--- config.mk ---
export PLATFORM = sky130hd
export DESIGN_NAME = dc7_scan
export DESIGN_NICKNAME = d
export VERILOG_FILES = /design/src/rtl/dc7_pkg.sv /design/src/rtl/dc7_tick.sv /design/src/rtl/dc7_scan.sv
export SDC_FILE = /design/constraint.sdc
export NUM_CORES = 1
export LEC_CHECK = 0
export CAP_MARGIN = 20
export CORE_MARGIN = 10
export CORE_UTILIZATION = 25
export CTS_CLUSTER_DIAMETER = 200
export DETAILED_ROUTE_END_ITERATION = 6
export PLACE_DENSITY = 0.5
export SLEW_MARGIN = 30
export SYNTH_ARGS = -nofsm -noshare
export SYNTH_HDL_FRONTEND = slang
export SYNTH_SLANG_ARGS = --single-unit
--- constraint.sdc ---
create_clock -name clk -period 1.82 [get_ports clk]
set_input_delay 0.273 -clock clk [delete_from_list [all_inputs] [get_ports clk]]
set_output_delay 0.273 -clock clk [all_outputs]
set_load 0.005 [all_outputs]
--- src/rtl/dc7_pkg.sv ---
// Shared constants and helpers for the multiplexed 7-segment display scanner.
package dc7_pkg;

    localparam int unsigned NDIG_MIN = 2;
    localparam int unsigned NDIG_MAX = 8;
    localparam int unsigned DIV_MIN  = 2;

    // Counter width able to hold 0..n-1, never less than one bit.
    function automatic int unsigned cnt_width(input int unsigned n);
        int unsigned w;
        w = 1;
        while ((32'd1 << w) < n) w++;
        return w;
    endfunction

    function automatic logic an_active(input bit an_low);
        return an_low ? 1'b0 : 1'b1;
    endfunction

    function automatic logic an_idle(input bit an_low);
        return an_low ? 1'b1 : 1'b0;
    endfunction

endpackage

--- src/rtl/dc7_tick.sv ---
// Digit-slot prescaler: counts 0..DIV-1, flags the last cycle (tick) and first cycle of a slot.
module dc7_tick
    import dc7_pkg::*;
#(
    parameter int unsigned DIV = 1000
) (
    input  logic clk,
    input  logic rst,
    output logic tick,
    output logic slot_start
);

    localparam int unsigned   PW         = cnt_width(DIV);
    localparam logic [PW-1:0] PRESC_LAST = PW'(DIV - 1);

    logic [PW-1:0] presc_q, presc_d;

    always_comb begin
        tick       = (presc_q == PRESC_LAST);
        slot_start = (presc_q == '0);
        presc_d    = tick ? '0 : presc_q + 1'b1;
    end

    always_ff @(posedge clk) begin
        if (rst) begin
            presc_q <= '0;
        end else begin
            presc_q <= presc_d;
        end
    end

endmodule

--- src/rtl/dc7_scan.sv ---
// Multiplexed display scanner: double-buffered digit word, one nibble per slot onto d_out,
// matching digit select on an, optional leading-zero blanking.
module dc7_scan
    import dc7_pkg::*;
#(
    parameter int unsigned NDIG   = 4,
    parameter int unsigned DIV    = 1000,
    parameter bit          AN_LOW = 1'b1
) (
    input  logic              clk,
    input  logic              rst,
    input  logic              load_valid,
    output logic              load_ready,
    input  logic [4*NDIG-1:0] load_data,
    input  logic              blank_lz,
    output logic [3:0]        d_out,
    output logic [NDIG-1:0]   an,
    output logic              frame_done
);

    localparam int unsigned      IDX_W    = cnt_width(NDIG);
    localparam logic [IDX_W-1:0] IDX_LAST = IDX_W'(NDIG - 1);
    localparam logic             AN_ON    = an_active(AN_LOW);
    localparam logic             AN_OFF   = an_idle(AN_LOW);

    if (NDIG < NDIG_MIN || NDIG > NDIG_MAX || DIV < DIV_MIN) begin : g_param_check
        $error("dc7_scan: NDIG or DIV out of range");
    end

    logic              tick, slot_start, accept, zero_run;
    logic [IDX_W-1:0]  idx_q, idx_d;
    logic [4*NDIG-1:0] shadow_q, shadow_d, pend_q, pend_d;
    logic              pend_full_q, pend_full_d;
    logic [3:0]        d_out_q, d_out_d;
    logic [NDIG-1:0]   an_q, an_d;
    logic [NDIG-1:0]   blank;

    dc7_tick #(
        .DIV(DIV)
    ) u_tick (
        .clk       (clk),
        .rst       (rst),
        .tick      (tick),
        .slot_start(slot_start)
    );

    // Digit i is blanked when every nibble from the top down to i is zero; digit 0 never is.
    always_comb begin
        blank    = '0;
        zero_run = 1'b1;
        for (int i = NDIG - 1; i >= 1; i--) begin
            zero_run = zero_run && (shadow_q[4*i +: 4] == 4'h0);
            blank[i] = blank_lz && zero_run;
        end
    end

    always_comb begin
        frame_done  = tick && (idx_q == IDX_LAST) && !rst;
        load_ready  = !pend_full_q && !rst;
        accept      = load_valid && load_ready;

        pend_d      = pend_q;
        pend_full_d = pend_full_q;
        shadow_d    = shadow_q;
        idx_d       = idx_q;
        d_out_d     = d_out_q;
        an_d        = an_q;

        // Accept can only coincide with a boundary when pending was already empty.
        if (frame_done && pend_full_q) begin
            shadow_d    = pend_q;
            pend_full_d = 1'b0;
        end
        if (accept) begin
            pend_d      = load_data;
            pend_full_d = 1'b1;
        end

        if (tick) begin
            idx_d   = (idx_q == IDX_LAST) ? '0 : idx_q + 1'b1;
            d_out_d = shadow_d[4*idx_d +: 4];
            an_d    = {NDIG{AN_OFF}};
        end else if (slot_start) begin
            // Selects stay dark for the first cycle of each slot to hide ghosting.
            for (int i = 0; i < NDIG; i++) begin
                an_d[i] = (idx_q == IDX_W'(i) && !blank[i]) ? AN_ON : AN_OFF;
            end
        end
    end

    always_ff @(posedge clk) begin
        if (rst) begin
            idx_q       <= '0;
            shadow_q    <= '0;
            pend_q      <= '0;
            pend_full_q <= 1'b0;
            d_out_q     <= 4'h0;
            an_q        <= {NDIG{AN_OFF}};
        end else begin
            idx_q       <= idx_d;
            shadow_q    <= shadow_d;
            pend_q      <= pend_d;
            pend_full_q <= pend_full_d;
            d_out_q     <= d_out_d;
            an_q        <= an_d;
        end
    end

    assign d_out = d_out_q;
    assign an    = an_q;

endmodule
==> results of run 1 <==
[worst max-delay path: cells and delay by family, from the launching register on]
kind	cells	cell delay (ns)
and+or+nand+nor	3	0.84
buffers and inverters	1	0.18
AOI/OAI and AO/OA	1	0.06
DFF	1	0.35
adders and majority gates	1	0.21
[state kept, by name, indices dropped and copies added, names as in the netlist]
| signal | flops |
|---|---|
| idx_q | 2 |
| u_tick.presc_q | 10 |
| d_out | 4 |
| pend_q | 16 |
| pend_full_q | 1 |
| an | 4 |
| shadow_q | 16 |
[routing by layer]
metal	share of wire (%)	vias up
met3	4.6	6
met2	42	39
met1	52	993
met4	0.95	0
met5	0	-
li1	-	1129
[power groups by stage]
stage	Combinational [mW]	Clock, mW	Sequential, mW
after floorplan	0.0928	0	1.24
after global placement	0.185	0	1.24
after detailed placement	0.186	0	1.24
after CTS	0.188	0.877	1.22
after global routing	0.210	0.915	1.22
final	0.187	0.851	1.22
[synth_stat cells, types with 5 or more instances]
| library cell | n |
|---|---|
| xnor2_1 | 6 |
| nand2b_1 | 17 |
| nor3_1 | 7 |
| o21ai_0 | 24 |
| and2_1 | 5 |
| dfxtp_1 | 53 |
| ha_1 | 6 |
| inv_1 | 7 |
| nor2_1 | 17 |
| and3_1 | 5 |
| nand2_1 | 56 |
| mux2i_1 | 6 |
| clkbuf_1 | 14 |
| a21oi_1 | 16 |
[what timing repair did]
item,CTS,global route
buffers inserted,2,0
pin swaps,2,5
endpoints found under the setup margin,3,22
gates resized for setup,6,11
[final timing paths]
| check | to | depth (start not counted) | start | slack (ns) |
|---|---|---|---|---|
| max reg2reg | shadow_q[13] | 6 | u_tick.presc_q[0] | 0.08 |
| min reg2reg | shadow_q[2] | 2 | shadow_q[2] | 0.46 |
| max | shadow_q[13] | 6 | u_tick.presc_q[0] | 0.08 |
| min | shadow_q[2] | 2 | shadow_q[2] | 0.46 |
[metrics by stage]
step / setup TNS, ns / util, %
detailed placement: -2.37 / 31.7
global placement: -1.60 / 31.7
floorplan: -0.0329 / -
finish: 0 / 33.5
global route: -0.0157 / 33.5
CTS: 0 / 33.2
[cell families (layout without fill, tap and decap cells)]
| logic type | after synthesis | after routing |
|---|---|---|
| buffers and inverters | 29 | 79 |
| xor gates and xnor gates | 8 | 8 |
| adders and majority gates | 6 | 6 |
| DFF | 53 | 53 |
| muxes | 7 | 7 |
| AOI/OAI and AO/OA | 60 | 60 |
| and+or+nand+nor | 139 | 139 |
[layout make-up]
type	instances	area [sq um]	share of cell area (%)
clock buffers	5	68.8	2.09
clock inverters	3	50.0	1.52
inverters	7	26.3	0.798
multi-input cells	220	1360	41.3
flip-flops and latches	53	1070	32.4
well taps	133	166	5.05
repair buffers	64	554	16.8
==> results_dict.tcl, run 1 <==
set metrics [dict create \
    cts_num_sinks 53 \
    drc 0 \
    vias_per_cell 4.47 \
    synth_edf_count 0 \
    antenna_cells 0 \
    hold_buffers 0 \
    clk_latency_ns 0.32 \
    worst_pin_slew_ns 0.529 \
    startpoint_type "flop" \
    status "finished clean" \
    final_common_cell "nand2_1" \
    hpwl_mm 4.96 \
    yosysSeqAreaShare_pct 42.1 \
    critPathMaxStageDelay_ns 0.64 \
    fin_worst_skew_ns 0.00819 \
    final_cells 485 \
    grt.overflow.total 0 \
    place_inst 475 \
    required_ns 2.04 \
    intPower_mw 1.72 \
    cp.arrival_ns 1.96 \
    yosysWarningCount 0 \
    grt_max_degree 19 \
    cp_cell_sequence "ha_2, nand3_4, buf_4, or4_4, nand2_1, a21oi_1" \
    die_area_sq_um 14500 \
    switching_share_pct 23.6 \
    maxSlewViolCount 0 \
    critPathMaxFanout 16 \
    pre_cts_slack_ns -0.181 \
    synth-xor-area-share_pct 2.78 \
    synthMuxAreaShare_pct 2.83 \
    total_power_mw 2.26 \
    clockBufferDepth 2 \
    clkTransAtPathRegs_ns 0.11 \
    cts_tree "built" \
    final-hold-violation-count 0 \
    postLayoutCellArea_sq_um 3290 \
    grt_pass1_vias 2160 \
    synthAdderAreaFrac_pct 2.98 \
    setup_slack_ns 0.0806 \
    via_count 2167 \
    port_buffers 29 \
    yosysTopAreaCell "dfxtp_1" \
    whs_ns 0.457 \
    synth_top_family_by_area "simple AND/OR/NAND/NOR gates" \
    max_freq_mhz 575 \
    ant_nets 0 \
    numCtsBuffers 5 \
    fin_nets 377 \
    dpl_cell_area_sq_um 3110 \
    h-tree-depth 2 \
    gp_routability_congestion 0.795 \
    crit_slowest_cell "or4_4" \
    power.switching_uw 531 \
    clockRootBuffer "clkbuf_8" \
    drive_above_1_share_pct 19.0 \
    synth_top_area_share_pct 42.1 \
    mostFrequentLayoutCells "nand2_1 (56), dfxtp_1 (49), buf_4 (34), clkdlybuf4s50_1 (27), o21ai_0 (23)" \
    syn_nets 328 \
    min_period_ns 1.74 \
    synth.area.top_cells "dfxtp_1 (42%), nand2_1 (8.3%), o21ai_0 (4.8%)" \
    clockPowerShare_pct 37.7 \
    p_seq_share_pct 54.0 \
    leakage_nw 1.18 \
    synth-compound-area-share_pct 14.2 \
    relSlewSlack_pct 64.6 \
    synthCells 302 \
    dieHeight_um 120 \
    ys_ff_latch 53 \
    synth-simple-area-share_pct 29.4 \
    power_frac_comb_pct 8.3 \
    async_flop_share_pct 0 \
    top_usage_layer "met2" \
    grtUsageMet1_pct 11.6 \
    io_pins 30 \
    coreArea_sq_um 9820 \
    cellPowerDensity_nw_per_um2 685 \
    syn_area_sq_um 2520 \
    grt_pass1_wl_mm 10.5 \
    critPathKind "reg2reg" \
    drt_pass1_iterations 5 \
    antenna_found_initial 0 \
    start_util_pct 25.7 \
    grt_use_met2_pct 13.9 \
    routedWlPerCell_um 13.2 \
    wl_mm 6.39 \
    drtIter0Drc 118 \
    die_x_um 120 \
    gr-usage-met3_pct 2.98 \
    fin_crit_sh_pct 95.6 \
    row_count 36 \
    holdCritPathClass "reg2reg" \
    synth_cell_types 47 \
    end_kind "flop" \
    grt_usage_pct 8.87 \
    ir_drop_mv 0.287 \
    rsz0062_at_grt "true" \
    syn_area_per_cell_sq_um 8.35 \
    fill_cells 1085 \
    maxCapViolations 0 \
    area_growth_pct 30.6 \
    timing.final.setup_violations 0 \
    ys.flop_type "dfxtp_1" \
]
No activity file was read; power rests on OpenSTA's default activity.
==> run 2: changes to the inputs <==
--- a/config.mk
+++ b/config.mk
@@ -11,6 +11,7 @@
 export CTS_CLUSTER_DIAMETER = 200
 export DETAILED_ROUTE_END_ITERATION = 6
 export PLACE_DENSITY = 0.5
+export RECOVER_POWER = 25
 export SLEW_MARGIN = 30
 export SYNTH_ARGS = -nofsm -noshare
 export SYNTH_HDL_FRONTEND = slang
==> run 2 against run 1 <==
Against the previous run:
- critical path depth did not move
- core utilization fell by 0.076 points
- fmax barely moved
- sequential cell count is the same
- worst hold slack hardly changed
- register-to-register slack hardly changed
- die area is the same
- clock power about the same
- sequential power about the same
- total power fell by 0.12%
- final area down 0.23%
- critical path type unchanged
- highest routed layer unchanged
==> results_dict.tcl, run 2 (same netlist as run 1, synthesis figures left out) <==
set metrics [dict create \
    grt_use_met2_pct 13.9 \
    grt_pass1_wl_mm 10.5 \
    fin_crit_sh_pct 95.6 \
    rrSetupSlack_ns 0.08 \
    final_cells 485 \
    antenna_cells 0 \
    via_count 2167 \
    top_usage_layer "met2" \
    grtUsageMet1_pct 11.6 \
    hold_buffers 0 \
    pre_cts_slack_ns -0.181 \
    drt_pass1_iterations 4 \
    power_frac_comb_pct 8.2 \
    maxSlewViolCount 0 \
    intPower_mw 1.72 \
    p_seq_share_pct 54.1 \
    r2r_start "u_tick.presc_q[0]" \
    h-tree-depth 2 \
    io_pins 30 \
    critPathMaxFanout 16 \
    status "finished clean" \
    reg.largest.list "pend_q: 16 flops, shadow_q: 16 flops, u_tick.presc_q: 10 flops" \
    coreArea_sq_um 9820 \
    grt_max_degree 19 \
    worstHoldPathCells 2 \
    mostFrequentLayoutCells "nand2_1 (56), dfxtp_1 (49), buf_4 (32), clkdlybuf4s50_1 (27), o21ai_0 (23)" \
    drtIter0Drc 116 \
    leakage_nw 1.18 \
    die_area_sq_um 14500 \
    holdCritPathClass "reg2reg" \
    final_common_cell "nand2_1" \
    cp_num_buf_inv 1 \
    area_growth_pct 30.3 \
    dieHeight_um 120 \
    clk_latency_ns 0.32 \
    cts_tree "built" \
    cellPowerDensity_nw_per_um2 686 \
    ir_drop_mv 0.287 \
    fill_cells 1086 \
    r2r_cells 6 \
    cp_cell_sequence "ha_2, nand3_4, buf_4, or4_4, nand2_1, a21oi_1" \
    power.switching_uw 531 \
    cts_num_sinks 53 \
    clkTransAtPathRegs_ns 0.11 \
    die_x_um 120 \
    setup_slack_ns 0.0805 \
    min_to "shadow_q[2]" \
    critPathMaxStageDelay_ns 0.64 \
    row_count 36 \
    antenna_found_initial 0 \
    totalNegativeSetupSlack_ns 0 \
    end_kind "flop" \
    startpoint_type "flop" \
    fin_worst_skew_ns 0.00818 \
    critPathKind "reg2reg" \
    place_inst 475 \
    numCtsBuffers 5 \
    grt.overflow.total 0 \
    min_period_ns 1.74 \
    cp.arrival_ns 1.96 \
    fin_nets 377 \
    max_freq_mhz 575 \
    grt_pass1_vias 2160 \
    clockRootBuffer "clkbuf_8" \
    whs_ns 0.457 \
    start_util_pct 25.7 \
    timing.final.setup_violations 0 \
    ant_nets 0 \
    routedWlPerCell_um 13.1 \
    relSlewSlack_pct 60.6 \
    min_from "shadow_q[2]" \
    vias_per_cell 4.47 \
    clockBufferDepth 2 \
    required_ns 2.04 \
    wl_mm 6.38 \
    maxCapViolations 0 \
    drive_above_1_share_pct 18.5 \
    gp_routability_congestion 0.795 \
    worst_pin_slew_ns 0.591 \
    drc 0 \
    rsz0062_at_grt "true" \
    gr-usage-met3_pct 2.98 \
    clockPowerShare_pct 37.8 \
    hpwl_mm 4.96 \
    switching_share_pct 23.6 \
    final-hold-violation-count 0 \
    regToRegEndpoint "shadow_q[13]" \
    grt_usage_pct 8.87 \
    crit_slowest_cell "or4_4" \
    port_buffers 29 \
    path_delay_family "simple AND/OR/NAND/NOR gates" \
]
run 2: area by class of cell:
class	instances	area, sq um	area share, %
Clock buffer	5	68.8	2.09
Multi-Input combinational cell	220	1360	41.4
Inverter	7	26.3	0.800
Clock inverter	3	50.0	1.52
Sequential cell	53	1070	32.4
Timing Repair Buffer	64	547	16.6
Tap cell	133	166	5.06
run 2: stage by stage:
stage	power [mW]	area [sq um]	util, %
floorplan	1.33	2530	-
global placement	1.43	3110	31.7
detailed placement	1.43	3110	31.7
CTS	2.28	3260	33.2
global route	2.34	3290	33.5
finish	2.25	3290	33.5
run 2: what timing repair did:
action | 4_1_cts | 5_1_grt
pin swaps | 2 | 5
setup buffers | 2 | 0
setup endpoints to repair | 3 | 22
hold endpoints to repair | 0 | 0
gates resized for setup | 6 | 11
run 2: worst min-delay path, stage by stage, from the launching register on:
cell and delay (ns):
dfxtp_1 0.32, nand2_1 0.05, a21oi_1 0.05
run 2: power groups by stage:
stage	Combinational, mW	Clock, mW	Sequential, mW
2_1_floorplan	0.0928	0	1.24
3_3_place_gp	0.185	0	1.24
3_5_place_dp	0.186	0	1.24
4_1_cts	0.188	0.877	1.22
5_1_grt	0.208	0.915	1.22
6_report	0.184	0.851	1.22
run 2: how the worst max path moves through the flow:
| stage | start | endpoint | slack (ns) | cells past startpoint |
|---|---|---|---|---|
| after global routing | u_tick.presc_q[0] | frame_done | -0.007 | 6 |
| after global placement | blank_lz | an[1] | -0.12 | 5 |
| final | u_tick.presc_q[0] | shadow_q[13] | 0.08 | 6 |
| after detailed placement | blank_lz | an[1] | -0.18 | 5 |
| after CTS | u_tick.presc_q[1] | frame_done | 0.008 | 6 |
| after floorplan | idx_q[0] | shadow_q[2] | -0.003 | 8 |
run 2: routing by layer:
metal	part of all wire, %	vias to the layer above	wire length (um)
met5	0	-	0
met4	0.96	0	61
met3	4.8	6	303
met2	42	42	2710
met1	52	990	3300
li1	-	1129	-
